<file path="config.mk">
export PLATFORM = sky130hd
export DESIGN_NAME = control_fsm
export DESIGN_NICKNAME = d
export VERILOG_FILES = /design/src/rtl/control_fsm.sv
export SDC_FILE = /design/constraint.sdc
export NUM_CORES = 1
export LEC_CHECK = 0
export CAP_MARGIN = 20
export CORE_MARGIN = 2
export CORE_UTILIZATION = 48
export DETAILED_ROUTE_END_ITERATION = 8
export HOLD_SLACK_MARGIN = 0.15
export PLACE_DENSITY = 0.83
export RECOVER_POWER = 25
export SYNTH_ARGS = -nofsm -noshare
export SYNTH_HDL_FRONTEND = slang
export SYNTH_SLANG_ARGS = --single-unit
</file>
<file path="constraint.sdc">
create_clock -name clk -period 3 [get_ports clk]
set_input_delay 0.6 -clock clk [delete_from_list [all_inputs] [get_ports clk]]
set_output_delay 0.6 -clock clk [all_outputs]
set_load 0.03 [all_outputs]
</file>
<file path="src/rtl/control_fsm.sv">
// Multi-cycle control unit for the single-issue datapath core.
// Decodes the instruction out of InstMem, sequences FETCH -> EXEC ->
// [MEM | INWAIT] -> COMMIT, and drives every datapath select and strobe.
// The PC only advances in COMMIT, so every write happens once per instruction.
module control_fsm #(
  parameter int CNT_W = 16
) (
  input  logic             clk,
  input  logic             reset,
  input  logic [5:0]       opcode,
  input  logic [5:0]       funct,
  input  logic             enter,
  output logic             halt,
  output logic             sreg,
  output logic             smux5,
  output logic [1:0]       smux16,
  output logic             smux32,
  output logic [2:0]       smuxPC,
  output logic [3:0]       salu,
  output logic             smem,
  output logic             sdisplay,
  output logic             smemtoreg,
  output logic [2:0]       state,
  output logic [CNT_W-1:0] icount
);

  typedef enum logic [2:0] {
    S_FETCH  = 3'd0,
    S_EXEC   = 3'd1,
    S_MEM    = 3'd2,
    S_INWAIT = 3'd3,
    S_COMMIT = 3'd4,
    S_HALT   = 3'd5
  } state_e;

  typedef enum logic [3:0] {
    ALU_ADD   = 4'd0,
    ALU_SUB   = 4'd1,
    ALU_AND   = 4'd2,
    ALU_OR    = 4'd3,
    ALU_XOR   = 4'd4,
    ALU_SLT   = 4'd5,
    ALU_SLL   = 4'd6,
    ALU_SRL   = 4'd7,
    ALU_NOR   = 4'd8,
    ALU_PASSB = 4'd9
  } alu_e;

  typedef enum logic [2:0] {
    PC_NEXT = 3'd0,
    PC_BZ   = 3'd1,
    PC_BNZ  = 3'd2,
    PC_JIMM = 3'd3,
    PC_JREG = 3'd4
  } pc_sel_e;

  typedef enum logic [1:0] {
    W16_IMM = 2'd0,
    W16_SW  = 2'd1,
    W16_PC  = 2'd2
  } w16_sel_e;

  // Everything the sequencer needs to know about one instruction.
  typedef struct packed {
    logic     sreg;
    logic     smem;
    logic     sdisplay;
    logic     smux5;
    w16_sel_e smux16;
    logic     smux32;
    pc_sel_e  smuxpc;
    alu_e     salu;
    logic     smemtoreg;
    logic     is_lw;
    logic     is_in;
    logic     is_hlt;
  } dec_t;

  state_e     state_q, state_d;
  dec_t       dec_c, dec_q;
  logic       r_alu;
  logic       enter_meta_q, enter_sync_q, enter_prev_q;
  logic       enter_edge;
  logic [CNT_W-1:0] icount_q;

  // Combinational decode of the instruction currently out of InstMem.
  always_comb begin
    // NOTE: every variable gets a default before the case so no path can
    // leave it unassigned and infer a latch.
    dec_c = '0;
    r_alu = 1'b0;
    case (opcode)
      6'h00: begin
        case (funct)
          6'h20: begin dec_c.salu = ALU_ADD; r_alu = 1'b1; end
          6'h22: begin dec_c.salu = ALU_SUB; r_alu = 1'b1; end
          6'h24: begin dec_c.salu = ALU_AND; r_alu = 1'b1; end
          6'h25: begin dec_c.salu = ALU_OR;  r_alu = 1'b1; end
          6'h26: begin dec_c.salu = ALU_XOR; r_alu = 1'b1; end
          6'h2A: begin dec_c.salu = ALU_SLT; r_alu = 1'b1; end
          6'h00: begin dec_c.salu = ALU_SLL; r_alu = 1'b1; end
          6'h02: begin dec_c.salu = ALU_SRL; r_alu = 1'b1; end
          6'h27: begin dec_c.salu = ALU_NOR; r_alu = 1'b1; end
          6'h08: dec_c.smuxpc = PC_JREG;
          default: ;
        endcase
        // R-type ALU ops write rd with RegBank B as the second operand.
        dec_c.sreg = r_alu;
      end
      6'h08, 6'h0C, 6'h0D: begin
        dec_c.salu   = (opcode == 6'h08) ? ALU_ADD :
                       (opcode == 6'h0C) ? ALU_AND : ALU_OR;
        dec_c.smux5  = 1'b1;
        dec_c.smux32 = 1'b1;
        dec_c.smux16 = W16_IMM;
        dec_c.sreg   = 1'b1;
      end
      6'h23: begin
        dec_c.salu      = ALU_ADD;
        dec_c.smux32    = 1'b1;
        dec_c.smemtoreg = 1'b1;
        dec_c.smux5     = 1'b1;
        dec_c.sreg      = 1'b1;
        dec_c.is_lw     = 1'b1;
      end
      6'h2B: begin
        dec_c.salu   = ALU_ADD;
        dec_c.smux32 = 1'b1;
        dec_c.smem   = 1'b1;
      end
      6'h04: begin dec_c.salu = ALU_SUB; dec_c.smuxpc = PC_BZ;  end
      6'h05: begin dec_c.salu = ALU_SUB; dec_c.smuxpc = PC_BNZ; end
      6'h02: dec_c.smuxpc = PC_JIMM;
      6'h3C: begin
        dec_c.smux16 = W16_SW;
        dec_c.smux32 = 1'b1;
        dec_c.salu   = ALU_PASSB;
        dec_c.smux5  = 1'b1;
        dec_c.sreg   = 1'b1;
        dec_c.is_in  = 1'b1;
      end
      6'h3D: dec_c.sdisplay = 1'b1;
      6'h3F: dec_c.is_hlt = 1'b1;
      default: ;
    endcase
  end

  // Decode register: captured on the FETCH -> EXEC edge, held until the next FETCH.
  always_ff @(posedge clk) begin
    if (reset) begin
      dec_q <= '0;
    end else if (state_q == S_FETCH) begin
      dec_q <= dec_c;
    end
  end

  // Enter button: two-flop synchroniser plus previous-value register for edge detect.
  always_ff @(posedge clk) begin
    if (reset) begin
      enter_meta_q <= 1'b0;
      enter_sync_q <= 1'b0;
      enter_prev_q <= 1'b0;
    end else begin
      enter_meta_q <= enter;
      enter_sync_q <= enter_meta_q;
      enter_prev_q <= enter_sync_q;
    end
  end

  // One-cycle pulse per press; only INWAIT looks at it, so other edges are dropped.
  assign enter_edge = enter_sync_q & ~enter_prev_q;

  // State register.
  always_ff @(posedge clk) begin
    // NOTE: registers use non-blocking assignments so every flop samples
    // the pre-edge value of its inputs regardless of block ordering.
    if (reset) begin
      state_q <= S_FETCH;
    end else begin
      state_q <= state_d;
    end
  end

  // Next-state logic.
  always_comb begin
    state_d = state_q;
    case (state_q)
      S_FETCH:  state_d = S_EXEC;
      S_EXEC: begin
        if (dec_q.is_lw)       state_d = S_MEM;
        else if (dec_q.is_in)  state_d = S_INWAIT;
        else if (dec_q.is_hlt) state_d = S_HALT;
        else                   state_d = S_COMMIT;
      end
      S_MEM:    state_d = S_COMMIT;
      S_INWAIT: if (enter_edge) state_d = S_COMMIT;
      S_COMMIT: state_d = S_FETCH;
      S_HALT:   state_d = S_HALT;
      default:  state_d = S_FETCH;
    endcase
  end

  // Retired-instruction counter: one count per COMMIT cycle, wrapping.
  always_ff @(posedge clk) begin
    if (reset) begin
      icount_q <= '0;
    end else if (state_q == S_COMMIT) begin
      icount_q <= icount_q + CNT_W'(1);
    end
  end

  // Datapath controls: selects from EXEC to COMMIT, strobes and PC release
  // only in COMMIT, everything quiet while reset is high.
  always_comb begin
    halt      = 1'b1;
    sreg      = 1'b0;
    smem      = 1'b0;
    sdisplay  = 1'b0;
    smux5     = 1'b0;
    smux16    = 2'd0;
    smux32    = 1'b0;
    smuxPC    = 3'd0;
    salu      = 4'd0;
    smemtoreg = 1'b0;
    if (!reset) begin
      if (state_q inside {S_EXEC, S_MEM, S_INWAIT, S_COMMIT}) begin
        smux5     = dec_q.smux5;
        smux16    = dec_q.smux16;
        smux32    = dec_q.smux32;
        salu      = dec_q.salu;
        smemtoreg = dec_q.smemtoreg;
      end
      if (state_q == S_COMMIT) begin
        halt     = 1'b0;
        smuxPC   = dec_q.smuxpc;
        sreg     = dec_q.sreg;
        smem     = dec_q.smem;
        sdisplay = dec_q.sdisplay;
      end
    end
  end

  assign state  = state_q;
  assign icount = icount_q;

endmodule

</file>
[After elaboration in Yosys (flattened, before gate mapping)]
Index checks and enable logic that the tools add are counted.
Operators by class
  eq/ne operators: 26
  multiplexer cells: 41
  add/sub/neg operators: 1
  reduce and logical (&&, ||, !) cells: 9
  bitwise operators: 2
Operators with widths (count)
  6-bit == test (second input constant): 12
  4-bit one-hot mux with 8 select lines: 1
  6-bit by 4-bit == test with 1-bit output (second input constant): 4
  1-bit two-way mux: 24
  3-bit two-way mux: 6
  16-bit by 1-bit adder with 16-bit output (second input constant): 1
  4-bit one-hot mux with 4 select lines: 1
  3-bit one-hot mux with 5 select lines: 1
  6-bit by 2-bit == test with 1-bit output (second input constant): 2
  6-bit by 3-bit == test with 1-bit output (second input constant): 2
  6-bit logical NOT: 2
  3-bit one-hot mux with 4 select lines: 1
  9-bit OR reduction: 1
  2-bit two-way mux: 4
  4-bit two-way mux: 2
  3-bit by 2-bit == test with 1-bit output (second input constant): 2
  3-bit == test (second input constant): 2
  6-bit OR reduction: 1
  5-bit OR reduction: 1
  4-bit nonzero test: 1
  3-bit by 1-bit == test with 1-bit output (second input constant): 1
  3-bit logical NOT: 1
  3-bit OR reduction: 1
  2-bit inequality test (second input constant): 1
  other kinds (4): 4
Word-level totals
  word-level logic and storage cells: 96
  output and inout port bits: 35
  register bits: 40
  bits of input ports: 15

[Logic depth before layout (Yosys ltp)]
  word-level depth: 4
  mapped depth: 6
  gate-level depth less buffers: 5

[Worst setup path before layout]
OpenSTA, ideal clock, no wires.
  kind: register to output
  start point: reg state_q[2], in the netlist state[2]
  end point: out salu[0]
  data required time: 2.400 ns
  slack: 0.504 ns
  arrival: 1.896 ns
  buffers on the path: 2
  cell stages (with the launch flop): 6
  cell sequence: dfxtp_1 > buf_4 > or3_1 > clkbuf_1 > nand2_1 > nor3b_1
On the way
  word-level cells in the longest chain between the ends: 4
  elaborated cells between the ends (all ways): 7
Ends and longest elaborated chain
  from (decl): line 79  | state_e state_q, state_d;
  from (signal assigned): line 180  | state_q <= state_d;
  3-bit by 1-bit == test with 1-bit output, or another cell as far along: line 226  | if (state_q inside {S_EXEC, S_MEM, S_INWAIT, S_COMMIT}) begin
  4-bit nonzero test *: line 226
  4-bit two-way mux *: line 226
  4-bit two-way mux *: line 225  | if (!reset) begin
  to (decl): line 19  | output logic [3:0] salu,
Every way passes the cells marked *; elsewhere a longest branch is shown, timed or not.

[Worst setup path in the final report]
  start point: in reset
  end point: out smemtoreg
On the way
  word-level cells in the longest chain between the ends: 1
Ends and longest elaborated chain
  from (decl): line 9  | input logic reset,
  1-bit two-way mux: line 225
  to (decl): line 22  | output logic smemtoreg,
No other way between the ends.

==> summary.txt <==
status -> finished, final reports clean
Sink Count -> 37
Main synth FF type -> dfxtp_1
minimum clock period -> 2.85 ns
CP Data Required Time -> 2.40 ns
post_cts resized -> 0
DP Worst Slack -> 0.277 ns
Syn-to-layout area delta -> 28.2%
Register-to-Register Path Depth -> 4
hold_sp -> enter_meta_q
Detailed Routing Iterations Pass 1 -> 4
Syn Inst Count -> 250
startpoint types -> input port
total grt overflow -> 0
maximum clock frequency -> 0.350 GHz
max-slew violation count -> 0
drt drc -> 0
CORE AREA -> 4000 um2
placed instance area -> 2450 um2
final hold violations -> 0
sequential area share after synthesis -> 37.0%
Synth Warn # -> 0
Post-synth EDFFs -> 0
Worst EP arrival -> 2.25 ns
routed via count -> 1896
antenna-violating nets left -> 0
Post-Route Setup TNS -> 0 ns
Final WS setup -> 0.147 ns
fin crit share -> 95.1%
final cell utilization of the core -> 64.2%
worst-case hold slack -> 0.444 ns
Post-DP HPWL -> 3.13 mm
clock tree buffer depth -> 2
Clk pin slew, worst setup/hold paths -> 0.08 ns
fraction of registers with async set/reset -> 0%
Layout Skew -> 0.00447 ns
share of post-route cells with drive strength above 1 -> 10.2%
CP Capture Type -> primary output
Die Y -> 68.6 um
reg-to-reg slack, setup -> 0.93 ns
Yosys reg bits -> 37
vias in the first global route -> 1690
overall routing resource usage -> 20.6%
full die area -> 4700 um2
Pwr Total -> 1.11 mW
largest net degree at the start of global routing -> 43
Reg-to-Reg End -> icount[14]
Pwr Density -> 431 nW/um2
Final Cell Area -> 2570 um2
buffers added on ports -> 48
IO Count -> 50
Final GP Congestion -> 0.787
initial drt markers -> 110
post-synthesis cell area -> 2000 um2
Leakage -> 0.915 nW
Crit Reg-Reg Startpoint -> state[2]
Clock Latency Late Sink -> 0.29 ns
CTS Buf Count -> 5
placed insts -> 336
non-filler cells, final -> 344
Post-CTS Setup Inserts -> 0
Initial Utilization -> 50.0%
Distinct cells, synth -> 53
Hold Crit Endpoint -> enter_sync_q
RSZ-0062 raised after global routing -> no
TritonCTS clock tree -> yes
ANT cells -> 0
synthesized area per cell -> 8.01 um2
syn_nets -> 266
worst hold path type -> register to register
Final #Nets -> 309
Post-CTS Hold Fix Bufs -> 0
initial antenna violation count -> 0
# rows -> 23
Die W -> 68.6 um
WHS Path Cells -> 1
share of the synthesized area in the top cell type -> 37.0%
H-tree depth -> 2
routed wire length -> 4.36 mm
final setup fails -> 0
first-pass GRT wire length -> 7.42 mm
CP Max Fanout -> 6
vias per cell -> 5.51
Root Driver -> clkbuf_8
wire length per cell -> 12.7 um
Synth area leader -> dfxtp_1
VDD IR max -> 0.000306 V
Max Cap Viol -> 0
critical path type -> input port to primary output
ranking of synthesized cells by area -> dfxtp_1, nor2_1, and2_1
==> cells in the mapped netlist, drive strengths merged, types with 2 or more instances <==
cell type	n
nand4b	2
o21ai	9
a21oi	16
nand4	7
buf	5
inv	5
nand2	20
xnor2	6
nor3b	2
mux2	3
dfxtp	37
nand2b	5
clkbuf	10
nor4	4
o22ai	2
o211ai	3
nor2b	5
nand3	9
and2b	2
o31ai	3
and3	4
or4	5
or3	7
xor2	4
nor2	35
nor3	8
and2	14
a311oi	2
==> worst max-delay path by stage <==
stage,start,to,slack (ns),depth (start not counted)
4_1_cts,state[1],smemtoreg,0.15,5
3_3_place_gp,reset,smem,0.31,5
3_5_place_dp,reset,smemtoreg,0.28,4
2_1_floorplan,state[2],salu[0],0.50,5
5_1_grt,reset,smem,0.03,5
6_report,reset,smemtoreg,0.15,4
==> layer usage <==
metal  vias to the layer above  part of all wire [%]  GRT usage, %
met5                         -                     0             0
met4                         0                   1.3          7.00
met3                         7                   3.7          3.57
met2                        39                    47          34.0
met1                       885                    48          26.9
li1                        965                     -             -
==> worst max-delay path, cell delays in order <==
cell and delay, ns:
dlygate4sd3_1 0.55, nor2_1 0.25, and2_1 0.18, clkdlybuf4s50_1 0.66
==> area by class of cell <==
| class | instances | area (um2) |
|---|---|---|
| fillers | 357 | 1430 |
| multi-input cells | 193 | 1150 |
| flip-flops and latches | 37 | 741 |
| repair buffers | 51 | 475 |
| clock buffers | 5 | 68.8 |
| well taps | 50 | 62.6 |
| clock inverters | 3 | 46.3 |
| inverters | 5 | 18.8 |
==> placed cells by master (no fill, tap or decap), types with 8 or more instances in the layout <==
| cell type | Yosys | final |
|---|---|---|
| o21ai_0 | 8 | 8 |
| clkdlybuf4s50_1 | 0 | 35 |
| nor3_1 | 8 | 8 |
| and2_1 | 14 | 14 |
| dfxtp_1 | 37 | 37 |
| nand3_1 | 8 | 8 |
| a21oi_1 | 16 | 16 |
| nand2_1 | 20 | 20 |
| buf_4 | 2 | 14 |
| nor2_1 | 35 | 35 |
==> cells by family after synthesis <==
kind of cell / Yosys count / share of synthesized area (%)
other: 1 / 0.187
flip-flops: 37 / 37.0
buffers and inverters: 20 / 5.31
XOR/XNOR: 10 / 4.37
adder cells (fa/ha/maj): 1 / 0.625
multiplexers: 3 / 1.87
AO/OA/AOI/OAI: 43 / 13.3
AND/OR/NAND/NOR: 135 / 37.3
==> power by group <==
part           internal (mW)  switching, mW  leakage, nW
combinational         0.0627         0.0901        0.561
clock                  0.249          0.191       0.0543
sequential             0.502         0.0122        0.300
total                  0.814          0.294        0.915
==> registers in the layout (all words and copies together) (netlist names) <==
register	count
dec_q	15
state	3
enter_sync_q	1
enter_meta_q	1
icount	16
enter_prev_q	1
Note: power is estimated with default switching activity, not from simulation.
==> RTL change 1 (same settings) <==
The parameter `CNT_W` goes from 16 to 14.
--- a/src/rtl/control_fsm.sv
+++ b/src/rtl/control_fsm.sv
@@ -4,5 +4,5 @@
 // The PC only advances in COMMIT, so every write happens once per instruction.
 module control_fsm #(
-  parameter int CNT_W = 16
+  parameter int CNT_W = 14
 ) (
   input  logic             clk,
Interface: changed (resized icount); port bits go from 50 to 48. No check against the original RTL was run, so the function may have changed too.
==> RTL change 1 against the original RTL <==
Via count decreased by 8.8%. Largest power group unchanged. Sequential cell count down 2. Wire length decreased by 6.7%. Utilization up 0.74 points. Die area shrank 6.7%. Highest routed layer unchanged. Sequential power shrank 4.7%. Count of clock-buffer cells in the layout increased by 3. Final area down 6.7%. Sequential share of layout area rose by 0.41 points. Setup slack better by 0.23 ns. Non-clock buffer count is the same. Global-route usage shrank 0.33 points. Critical path type unchanged. Total power down 8.4%. Area after synthesis is 7.1% lower.
==> RTL change 1: results (changes against the original RTL) <==
Status = complete, no violations (unchanged)
Via density = 5.39 (was 5.51)
Adder-cell share of the synthesized area = 0.672% (was 0.625%)
WL met1 = 1930 um (was 2100 um)
Layout Skew = 0.00305 ns (was 0.00447 ns)
Number of global-route vias before repair = 1535 (was 1690)
Leakage = 0.884 nW (was 0.915 nW)
GP Congestion = 0.812 (was 0.787)
Post-synthesis compound-gate area fraction = 14.1% (was 13.3%)
Max reg flops = 15 (was 16)
Met2 GRT Util = 32.6% (was 34.0%)
Dpl cell area = 2300 sq um (was 2450 sq um)
Register area = 701 sq um (was 741 sq um)
Critical path peak fanout = 7 (was 6)
Grt met1 use = 25.3% (was 26.9%)
PortBufs = 46 (was 48)
Clock buf count = 8 (was 5)
Clock-cell share of area = 4.18% (was 4.48%)
Nets = 288 (was 309)
Slowest cell delay on critical path = 0.59 ns (was 0.66 ns)
Worst-path clk slew = 0.06 ns (was 0.08 ns)
Met3 Resource Use GR = 6.47% (was 3.57%)
Global router's overall resource usage = 20.2% (was 20.6%)
Register area share after synthesis = 37.7% (was 37.0%)
FF-to-FF End = icount[12] (was icount[14])
Multi-input logic portion of the cell area = 44.2% (was 45.0%)
VDD IR-drop max = 0.000281 V (was 0.000306 V)
Clk sinks = 35 (was 37)
DR WL met2 = 1870 um (was 2050 um)
Share of post-route cells with drive strength above 1 = 12.1% (was 10.2%)
Synth top cells by count = dfxtp_1, nor2_1, and2_1, nand2_1 (was dfxtp_1, nor2_1, nand2_1, a21oi_1, and2_1)
Top post-synthesis cells by area = dfxtp_1, and2_1, nor2_1, xor2_1, a21oi_1 (was dfxtp_1, nor2_1, and2_1, a21oi_1, nand2_1)
Non-Filler Instances = 321 (was 344)
First-pass GRT wire length = 6860 um (was 7420 um)
Hpwl dp = 2960 um (was 3130 um)
## RTL change 1: power by group through the flow
| stage | Sequential, mW | Combinational [mW] | Clock, mW |
|---|---|---|---|
| floorplan | 0.505 | 0.0966 | 0 |
| global placement | 0.501 | 0.157 | 0 |
| detailed placement | 0.502 | 0.158 | 0 |
| CTS | 0.491 | 0.159 | 0.376 |
| global route | 0.494 | 0.174 | 0.396 |
| finish | 0.491 | 0.158 | 0.364 |
## RTL change 1: through the flow
stage	utilization, %	setup WS, ns	hold slack, ns
after floorplan	-	0.639	0.414
after global placement	62.3	0.466	0.435
after detailed placement	62.3	0.453	0.441
after CTS	65.0	0.337	0.458
after global routing	64.9	0.255	0.473
final	64.9	0.377	0.449
## RTL change 1: how the worst min path moves through the flow
stage	end	cells past startpoint
after floorplan	enter_sync_q	1
after global placement	enter_sync_q	1
after detailed placement	enter_sync_q	1
after CTS	enter_sync_q	1
after global routing	dec_q[8]	2
final	dec_q[10]	2
==> RTL change 2 (config.mk and constraints unchanged) <==
Without the edit above. Add an input register stage for `opcode`, `funct` and `enter`; this delays them by one clock.
--- a/src/rtl/control_fsm.sv
+++ b/src/rtl/control_fsm.sv
@@ -77,4 +77,14 @@
   } dec_t;
 
+  logic [5:0] opcode_q;
+  logic [5:0] funct_q;
+  logic enter_q;
+
+  always_ff @(posedge clk) begin
+    opcode_q <= opcode;
+    funct_q  <= funct;
+    enter_q  <= enter;
+  end
+
   state_e     state_q, state_d;
   dec_t       dec_c, dec_q;
@@ -90,7 +100,7 @@
     dec_c = '0;
     r_alu = 1'b0;
-    case (opcode)
+    case (opcode_q)
       6'h00: begin
-        case (funct)
+        case (funct_q)
           6'h20: begin dec_c.salu = ALU_ADD; r_alu = 1'b1; end
           6'h22: begin dec_c.salu = ALU_SUB; r_alu = 1'b1; end
@@ -109,6 +119,6 @@
       end
       6'h08, 6'h0C, 6'h0D: begin
-        dec_c.salu   = (opcode == 6'h08) ? ALU_ADD :
-                       (opcode == 6'h0C) ? ALU_AND : ALU_OR;
+        dec_c.salu   = (opcode_q == 6'h08) ? ALU_ADD :
+                       (opcode_q == 6'h0C) ? ALU_AND : ALU_OR;
         dec_c.smux5  = 1'b1;
         dec_c.smux32 = 1'b1;
@@ -162,5 +172,5 @@
       enter_prev_q <= 1'b0;
     end else begin
-      enter_meta_q <= enter;
+      enter_meta_q <= enter_q;
       enter_sync_q <= enter_meta_q;
       enter_prev_q <= enter_sync_q;
Formal check against the unedited RTL: not equivalent (Yosys sat finds a counterexample within 4 cycles, from zero or initial values and one cycle with reset high).
==> RTL change 2 against the original RTL <==
Sequential cell count grew 13. Largest cell class unchanged. Wire length grew 8.4%. Area after synthesis grew 12%. Critical endpoint is now smuxPC[1]. Sequential share of layout area grew 6.9 points. Final area grew 9.2%. Largest power group unchanged. Total power grew 13%. Setup slack gained 0.25 ns. Count of clock-buffer cells in the layout grew 2. Clock skew grew 0.0015 ns.
==> RTL change 2: results (changes against the original RTL) <==
Status = complete, no violations (unchanged)
Critical path peak fanout = 10 (was 6)
WP data arrival = 2.00 ns (was 2.25 ns)
Total length of routed wires = 4730 um (was 4360 um)
Syn Nets = 286 (was 266)
Worst Hold Class = flip-flop to flip-flop (unchanged)
H-tree depth = 2 (unchanged)
Largest net degree at the start of global routing = 31 (was 43)
First-pass GRT wire length = 7730 um (was 7420 um)
Share of post-route cells with drive strength above 1 = 9.81% (was 10.2%)
Hpwl dp = 3500 um (was 3130 um)
Post_cts resized = 0 (unchanged)
Synth top cells by count = dfxtp_1, nor2_1, nand2_1, a21oi_1, and2_1 (unchanged)
Top post-synthesis cells by area = dfxtp_1, nor2_1, nand2_1, and2_1, a21oi_1 (was dfxtp_1, nor2_1, and2_1, a21oi_1, nand2_1)
Switching power as a share of total power = 25.2% (was 26.5%)
Register area share after synthesis = 44.8% (was 37.0%)
Count of different cell masters after synthesis = 46 (was 53)
Global router's overall resource usage = 18.9% (was 20.6%)
Max reg flops = 16 (unchanged)
Dpl cell area = 2720 sq um (was 2450 sq um)
Iteration-0 DRC Markers = 104 (was 110)
Nets = 331 (was 309)
Via density = 5.50 (was 5.51)
GP Congestion = 0.901 (was 0.787)
Number of global-route vias before repair = 1759 (was 1690)
==> RTL change 2: power groups by stage <==
stage                     clock network (mW)  logic (mW)  registers, mW
after global placement                     0       0.145          0.727
after global routing                   0.431       0.157          0.717
after CTS                              0.407       0.149          0.713
final                                  0.392       0.143          0.713
after detailed placement                   0       0.149          0.728
after floorplan                            0      0.0910          0.724
==> RTL change 2: final timing paths <==
check	from	end	slack (ns)	cells after the start
setup / recovery	state[2]	smuxPC[1]	0.40	4
hold / removal	enter_meta_q	enter_sync_q	0.44	1
hold reg to reg	enter_meta_q	enter_sync_q	0.44	1
setup reg to reg	state[2]	icount[15]	0.69	4
==> RTL change 2: metrics by stage <==
step                      setup WS [ns]  instances  hold WS, ns  power, mW  utilization, %
after floorplan                   0.672        270        0.414      0.815               -
after CTS                         0.374        368        0.451       1.27            63.7
after detailed placement          0.658        360        0.431      0.877            61.6
after global routing              0.231        368        0.466       1.30            63.5
final                             0.397        368        0.443       1.25            63.5
after global placement            0.674        360        0.419      0.872            61.6
==> RTL change 2: kinds of logic (layout without fill, tap and decap cells) <==
family                   count (synthesis)  in the layout  synth area share (%)
AO/OA/AOI/OAI                           49             49                  13.8
XOR/XNOR                                10             10                  3.92
adder cells (fa/ha/maj)                  1              1                 0.560
buffers and inverters                   22             68                  4.03
flip-flops                              50             50                  44.8
multiplexers                             1              1                 0.448
other                                    1              1                 0.168
AND/OR/NAND/NOR                        136            136                  32.3
==> RTL change 2: area by class of cell <==
cell class                 instances  area, sq um
tap                               52         65.1
multi-input combinational        198         1140
inverter                           6         22.5
sequential                        50         1000
clock buffer                       7         86.3
clock inverter                     1         5.00
fill                             390         1610
timing repair buffer              54          480
==> RTL change 2: worst max-delay path: stages, from the launching register on <==
cell     delay, ns
dfxtp_1       0.48
or3b_1        0.54
nor2_1        0.35
and2_1        0.18
buf_4         0.15
==> RTL change 2: per-layer routing <==
layer	up-vias	track usage, %	routed length (um)
li1	1036	-	-
met1	926	22.7	2020
met2	55	32.8	2410
met3	8	4.72	234
met4	0	6.29	68
met5	-	0	0
